==> config.mk <==
export PLATFORM = sky130hd
export DESIGN_NAME = reg_file_mp
export DESIGN_NICKNAME = d
export VERILOG_FILES = /design/src/rtl/reg_file_mp.sv
export SDC_FILE = /design/constraint.sdc
export NUM_CORES = 2
export LEC_CHECK = 0
export BUFFER_PORTS_ARGS = -buffer_cell sky130_fd_sc_hd__buf_2
export CORE_MARGIN = 2
export CORE_UTILIZATION = 47
export CTS_BUF_LIST = sky130_fd_sc_hd__clkbuf_2
export DETAILED_ROUTE_END_ITERATION = 16
export PLACE_DENSITY = 0.63
export SKIP_CTS_REPAIR_TIMING = 1
export SKIP_LAST_GASP = 1
export SYNTH_ARGS = -nofsm -noshare
export SYNTH_HDL_FRONTEND = slang
export SYNTH_SLANG_ARGS = --single-unit
==> constraint.sdc <==
create_clock -name clk_i -period 2.04 [get_ports clk_i]
set_input_delay 0.204 -clock clk_i [delete_from_list [all_inputs] [get_ports clk_i]]
set_output_delay 0.204 -clock clk_i [all_outputs]
set_load 0.02 [all_outputs]
==> src/rtl/reg_file_mp.sv <==
// Multi-port register file with a post-reset clear sequencer.
// Two write ports, NUM_RD combinational read ports, optional write-through
// bypass, and one entry (KEEP_IDX) that survives reset and the clear sweep.
module reg_file_mp #(
   parameter int DATA_W   = 32,
   parameter int ADDR_W   = 5,
   parameter int NUM_RD   = 2,
   parameter int BYPASS   = 1,
   parameter int KEEP_IDX = 29
) (
   input  logic                       clk_i,
   input  logic                       rst_i,
   input  logic [NUM_RD*ADDR_W-1:0]   rd_addr_i,
   output logic [NUM_RD*DATA_W-1:0]   rd_data_o,
   input  logic                       wr0_en_i,
   input  logic [ADDR_W-1:0]          wr0_addr_i,
   input  logic [DATA_W-1:0]          wr0_data_i,
   input  logic                       wr1_en_i,
   input  logic [ADDR_W-1:0]          wr1_addr_i,
   input  logic [DATA_W-1:0]          wr1_data_i,
   output logic                       ready_o
);

   localparam int                DEPTH   = 1 << ADDR_W;
   localparam logic              KEEP_EN = (KEEP_IDX >= 0);
   localparam logic [ADDR_W-1:0] KEEP_A  = ADDR_W'(KEEP_EN ? KEEP_IDX : 0);
   localparam logic [ADDR_W-1:0] LAST_A  = ADDR_W'(DEPTH - 1);

   typedef enum logic {
      ST_CLEAR = 1'b0,
      ST_READY = 1'b1
   } state_t;

   state_t              state_q, state_d;
   logic [ADDR_W-1:0]   cnt_q, cnt_d;
   logic                ready_q, ready_d;
   logic [DATA_W-1:0]   mem_q [DEPTH];
   logic [DATA_W-1:0]   mem_d [DEPTH];

   logic                wr0_ok;
   logic                wr1_ok;
   logic                sweep_wr;

   // Writes land only in READY and never on a reset edge; address 0 is never stored.
   assign wr0_ok   = (state_q == ST_READY) && !rst_i && wr0_en_i && (wr0_addr_i != '0);
   assign wr1_ok   = (state_q == ST_READY) && !rst_i && wr1_en_i && (wr1_addr_i != '0);
   // The sweep zeroes entry cnt unless it is the preserved entry.
   assign sweep_wr = (state_q == ST_CLEAR) && !rst_i && !(KEEP_EN && (cnt_q == KEEP_A));

   assign ready_o  = ready_q;

   // Sequencer next state: walk cnt through every entry, then go READY.
   always_comb begin
      state_d = state_q;
      cnt_d   = cnt_q;
      ready_d = ready_q;
      if (state_q == ST_CLEAR) begin
         cnt_d = cnt_q + 1'b1;
         if (cnt_q == LAST_A) begin
            state_d = ST_READY;
            ready_d = 1'b1;
         end
      end
   end

   // Sequencer registers with synchronous reset restarting the sweep.
   always_ff @(posedge clk_i) begin
      if (rst_i) begin
         state_q <= ST_CLEAR;
         cnt_q   <= '0;
         ready_q <= 1'b0;
      end else begin
         state_q <= state_d;
         cnt_q   <= cnt_d;
         ready_q <= ready_d;
      end
   end

   // Array next value: sweep clear, then port 0, then port 1 so port 1 wins a collision.
   always_comb begin
      for (int i = 0; i < DEPTH; i++) begin
         mem_d[i] = mem_q[i];
      end
      if (sweep_wr) begin
         mem_d[cnt_q] = '0;
      end
      if (wr0_ok) begin
         mem_d[wr0_addr_i] = wr0_data_i;
      end
      if (wr1_ok) begin
         mem_d[wr1_addr_i] = wr1_data_i;
      end
   end

   // Array storage; contents are not reset, the sweep handles clearing.
   always_ff @(posedge clk_i) begin
      mem_q <= mem_d;
   end

   for (genvar k = 0; k < NUM_RD; k++) begin : g_rd
      logic [ADDR_W-1:0] ra;
      logic [DATA_W-1:0] rd_val;

      assign ra = rd_addr_i[k*ADDR_W +: ADDR_W];

      // Read mux: zero while clearing or for address 0, else bypass, else stored entry.
      always_comb begin
         rd_val = mem_q[ra];
         if (!ready_q || (ra == '0)) begin
            rd_val = '0;
         end else if ((BYPASS != 0) && wr1_en_i && (wr1_addr_i == ra)) begin
            rd_val = wr1_data_i;
         end else if ((BYPASS != 0) && wr0_en_i && (wr0_addr_i == ra)) begin
            rd_val = wr0_data_i;
         end
      end

      assign rd_data_o[k*DATA_W +: DATA_W] = rd_val;
   end

endmodule

==> impl_metrics.env <==
export IMPL_synth_simple_area_share_pct=8.84
export IMPL_synth_cell_area_um2=58400
export IMPL_holdCritPathClass="input pin to flip-flop"
export IMPL_ir_drop_mv=0.579
export IMPL_placementRows=129
export IMPL_fmax_mhz=260
export IMPL_clock_latency_ns=1.79
export IMPL_hold_path_endpoint="mem_q[446]$_DFF_P_"
export IMPL_worstSetupStartpointType="flip-flop"
export IMPL_dp_hpwl_um=184000
export IMPL_hold_viol=33
export IMPL_grt_ovfl_total=0
export IMPL_cp_required_ns=1.84
export IMPL_yosys_area_share_xor_xnor_pct=0.345
export IMPL_grt_max_degree=65
export IMPL_worst_pin_slew_ns=1.27
export IMPL_drv_cap=0
export IMPL_ys_async_sr_fraction_pct=0
export IMPL_drt_pre_antenna_iters=8
export IMPL_wirelength_um=305000
export IMPL_reg2regPathDepth=10
export IMPL_timing_worst_setup_path_type="flip-flop to output pin"
export IMPL_ff2ff_setup_slack_ns=-0.26
export IMPL_ys_flop_type="dfxtp_1"
export IMPL_synth_cells=6538
export IMPL_violations="hold timing, setup timing"
export IMPL_relSlewSlack_pct=15.3
export IMPL_r2r_end="mem_q[765]$_DFF_P_"
export IMPL_yosys_warnings=0
export IMPL_cts_max_level=5
export IMPL_synth_compound_area_share_pct=28.0
export IMPL_fin_cells=8949
export IMPL_synth_edf_count=0
export IMPL_ant_nets=0
export IMPL_whs_ns=-0.0751
export IMPL_die_w_um=356
export IMPL_die_area_um2=127000
export IMPL_drtIter0Drc=10900
export IMPL_place_ws_ns=-0.552
export IMPL_synth_seq_area_share_pct=35.4
export IMPL_skew_ns=0.136
export IMPL_drc=0
export IMPL_clockRootBuffer="clkbuf_2"
export IMPL_fin_nets=7224
export IMPL_synth_cell_types=52
export IMPL_period_share_pct=189
export IMPL_hold_depth=9
export IMPL_finalSetupViolCount=649
export IMPL_synth_top_family_by_area="compound AO/OA/AOI/OAI gates"
export IMPL_power_per_cell_area_nw_per_um2=543
export IMPL_area_growth_pct=30.3
export IMPL_routedWlPerCell_um=34.1
export IMPL_die_h_um=356
export IMPL_clock_sinks=1031
export IMPL_clk_path_buf_depth=4
export IMPL_final_layout_size_suffix_gt1_share_pct=30.9
export IMPL_detail_route_vias_per_cell=7.17
export IMPL_worst_slack_ns=-1.81
export IMPL_hp_start="wr1_addr_i[3]"
export IMPL_synth_net_count=6631
export IMPL_synth_adder_area_share_pct=0.107
export IMPL_gp_congestion=0.981
export IMPL_synth_area_mux_share_pct=20.8
export IMPL_rsz0062_at_grt="true"
export IMPL_ioPinCount=153
export IMPL_nFillCells=10000
export IMPL_worstPathMaxFanout=2
export IMPL_p_leak_uw=0.0272
export IMPL_grt_pass1_wl_um=402000
export IMPL_endpoint_kind="output pin"
export IMPL_layout_min_cycle_time_ns=3.85
export IMPL_core_um2=123000
export IMPL_grt_pass1_vias=58600
export IMPL_port_buffers=152
export IMPL_cts_tree="yes"
export IMPL_clk_pin_slew_worst_paths_ns=0.10
export IMPL_numCtsBuffers=296
export IMPL_start_util_pct=47.3
export IMPL_antenna_found_initial=12
export IMPL_dp_cells=8171
export IMPL_vias=64200
export IMPL_syn_avg_cell_area_um2=8.93
export IMPL_cp_data_arrival_time_ns=3.65
export IMPL_grt_usage_pct=43.2
export IMPL_worstReg2RegStart="cnt_q[3]$_SDFFE_PP0N_"
export IMPL_synth_seq_cells=1031
export IMPL_finalMaxSlewViolations=0
export IMPL_status="finished, violations left"
==> power breakdown <==
group          internal, uW  switching (uW)  leakage [uW]
clock network          5870            9650       0.00187
registers             20300             142       0.00835
logic                  2150            3230        0.0170
==> area by class of cell <==
class	instances	area, um2	share of cell area (%)
diodes	16	40.0	0.0526
clock buffers	419	2100	2.76
clock inverters	44	272	0.357
inverters	37	156	0.206
multi-input cells	4591	36600	48.1
flip-flops and latches	1031	20700	27.3
well taps	1637	2050	2.69
repair buffers	1174	14100	18.6
==> flip-flops by register name (all words and copies together) (netlist names) <==
signal and flops:
mem_q 1024, cnt_q 5, ready_o 1, state_q 1
==> per-layer routing <==
metal | vias to the layer above | global-route usage, % | wire length [um] | part of all wire (%)
met5 | - | 0.370 | 196 | 0.064
met4 | 10 | 34.3 | 32400 | 11
met3 | 1974 | 15.2 | 51000 | 17
met2 | 6081 | 61.5 | 121000 | 40
met1 | 30100 | 52.8 | 100000 | 33
li1 | 26100 | - | - | -
==> worst max path at each step <==
stage                          startpoint            endpoint  slack [ns]  cells past startpoint
global route           mem_q[400]$_DFF_P_       rd_data_o[16]       -1.87                      7
detailed placement           rd_addr_i[5]       rd_data_o[43]       -0.55                     10
floorplan           cnt_q[4]$_SDFFE_PP0N_  mem_q[702]$_DFF_P_       -0.01                      8
global placement             rd_addr_i[5]       rd_data_o[43]       -0.60                     10
finish                 mem_q[254]$_DFF_P_       rd_data_o[62]       -1.81                      7
CTS                  ready_o$_SDFFE_PP0P_       rd_data_o[11]       -2.03                      7
==> metrics by stage <==
stage	total power, uW	instance area [um2]	TNS, ns	util, %
after global routing	42300	76000	-188.54	61.6
after detailed placement	25400	67800	-72.96	54.9
final	41300	76000	-147.53	61.6
after CTS	40200	70200	-163.21	56.9
after global placement	25300	67800	-59.65	54.9
after floorplan	23400	59300	-0.302	-
==> synth_stat cells, types with 8 or more instances <==
cell | count | area [um2]
nor2b_1 | 8 | 50.1
buf_1 | 53 | 199
clkbuf_2 | 29 | 145
o21ai_1 | 293 | 1470
clkbuf_1 | 593 | 2230
xor2_1 | 14 | 123
mux4_2 | 358 | 8060
buf_2 | 188 | 941
a22oi_1 | 1023 | 7680
o21ai_0 | 540 | 2700
inv_1 | 36 | 135
xnor2_1 | 9 | 78.8
a211oi_1 | 31 | 233
a211o_1 | 31 | 272
mux2i_1 | 408 | 4080
o221ai_1 | 217 | 1900
nor2_1 | 260 | 976
o22ai_1 | 94 | 588
and2_1 | 32 | 200
dfxtp_1 | 1031 | 20600
buf_4 | 16 | 120
a21oi_1 | 271 | 1360
nand2_1 | 913 | 3430
a21oi_2 | 16 | 140
==> cells in the final DEF, fill, tap and decap left out, types with 42 or more instances in the layout <==
master / netlist / routed
mux2i_1: 408 / 404
dfxtp_1: 1031 / 959
dfxtp_2: 0 / 70
buf_4: 16 / 485
buf_12: 0 / 326
dlygate4sd3_1: 0 / 151
nor2_1: 260 / 206
nor2_4: 0 / 52
mux4_2: 358 / 358
a22oi_2: 0 / 57
o22ai_1: 94 / 80
o21ai_0: 540 / 482
buf_2: 188 / 84
o221ai_1: 217 / 145
clkbuf_2: 29 / 419
buf_6: 0 / 80
o21ai_1: 293 / 318
a21oi_1: 271 / 231
o221ai_2: 0 / 42
nand2_1: 913 / 902
a22oi_1: 1023 / 966
==> logic make-up after synthesis <==
group,after synthesis
XOR/XNOR,23
adder cells (fa/ha/maj),5
buffers and inverters,916
AND/OR/NAND/NOR,1277
multiplexers,767
AO/OA/AOI/OAI,2519
flip-flops,1031
==> worst max-delay path, cell delays in order, from the launching register on <==
cell and delay (ns):
dfxtp_1 0.35, mux4_2 0.25, mux2_4 0.15, a22oi_2 0.08, and4_1 0.18, or4_4 0.50, a21oi_4 0.19, buf_6 0.14
Power figures use the tool's default switching activity.
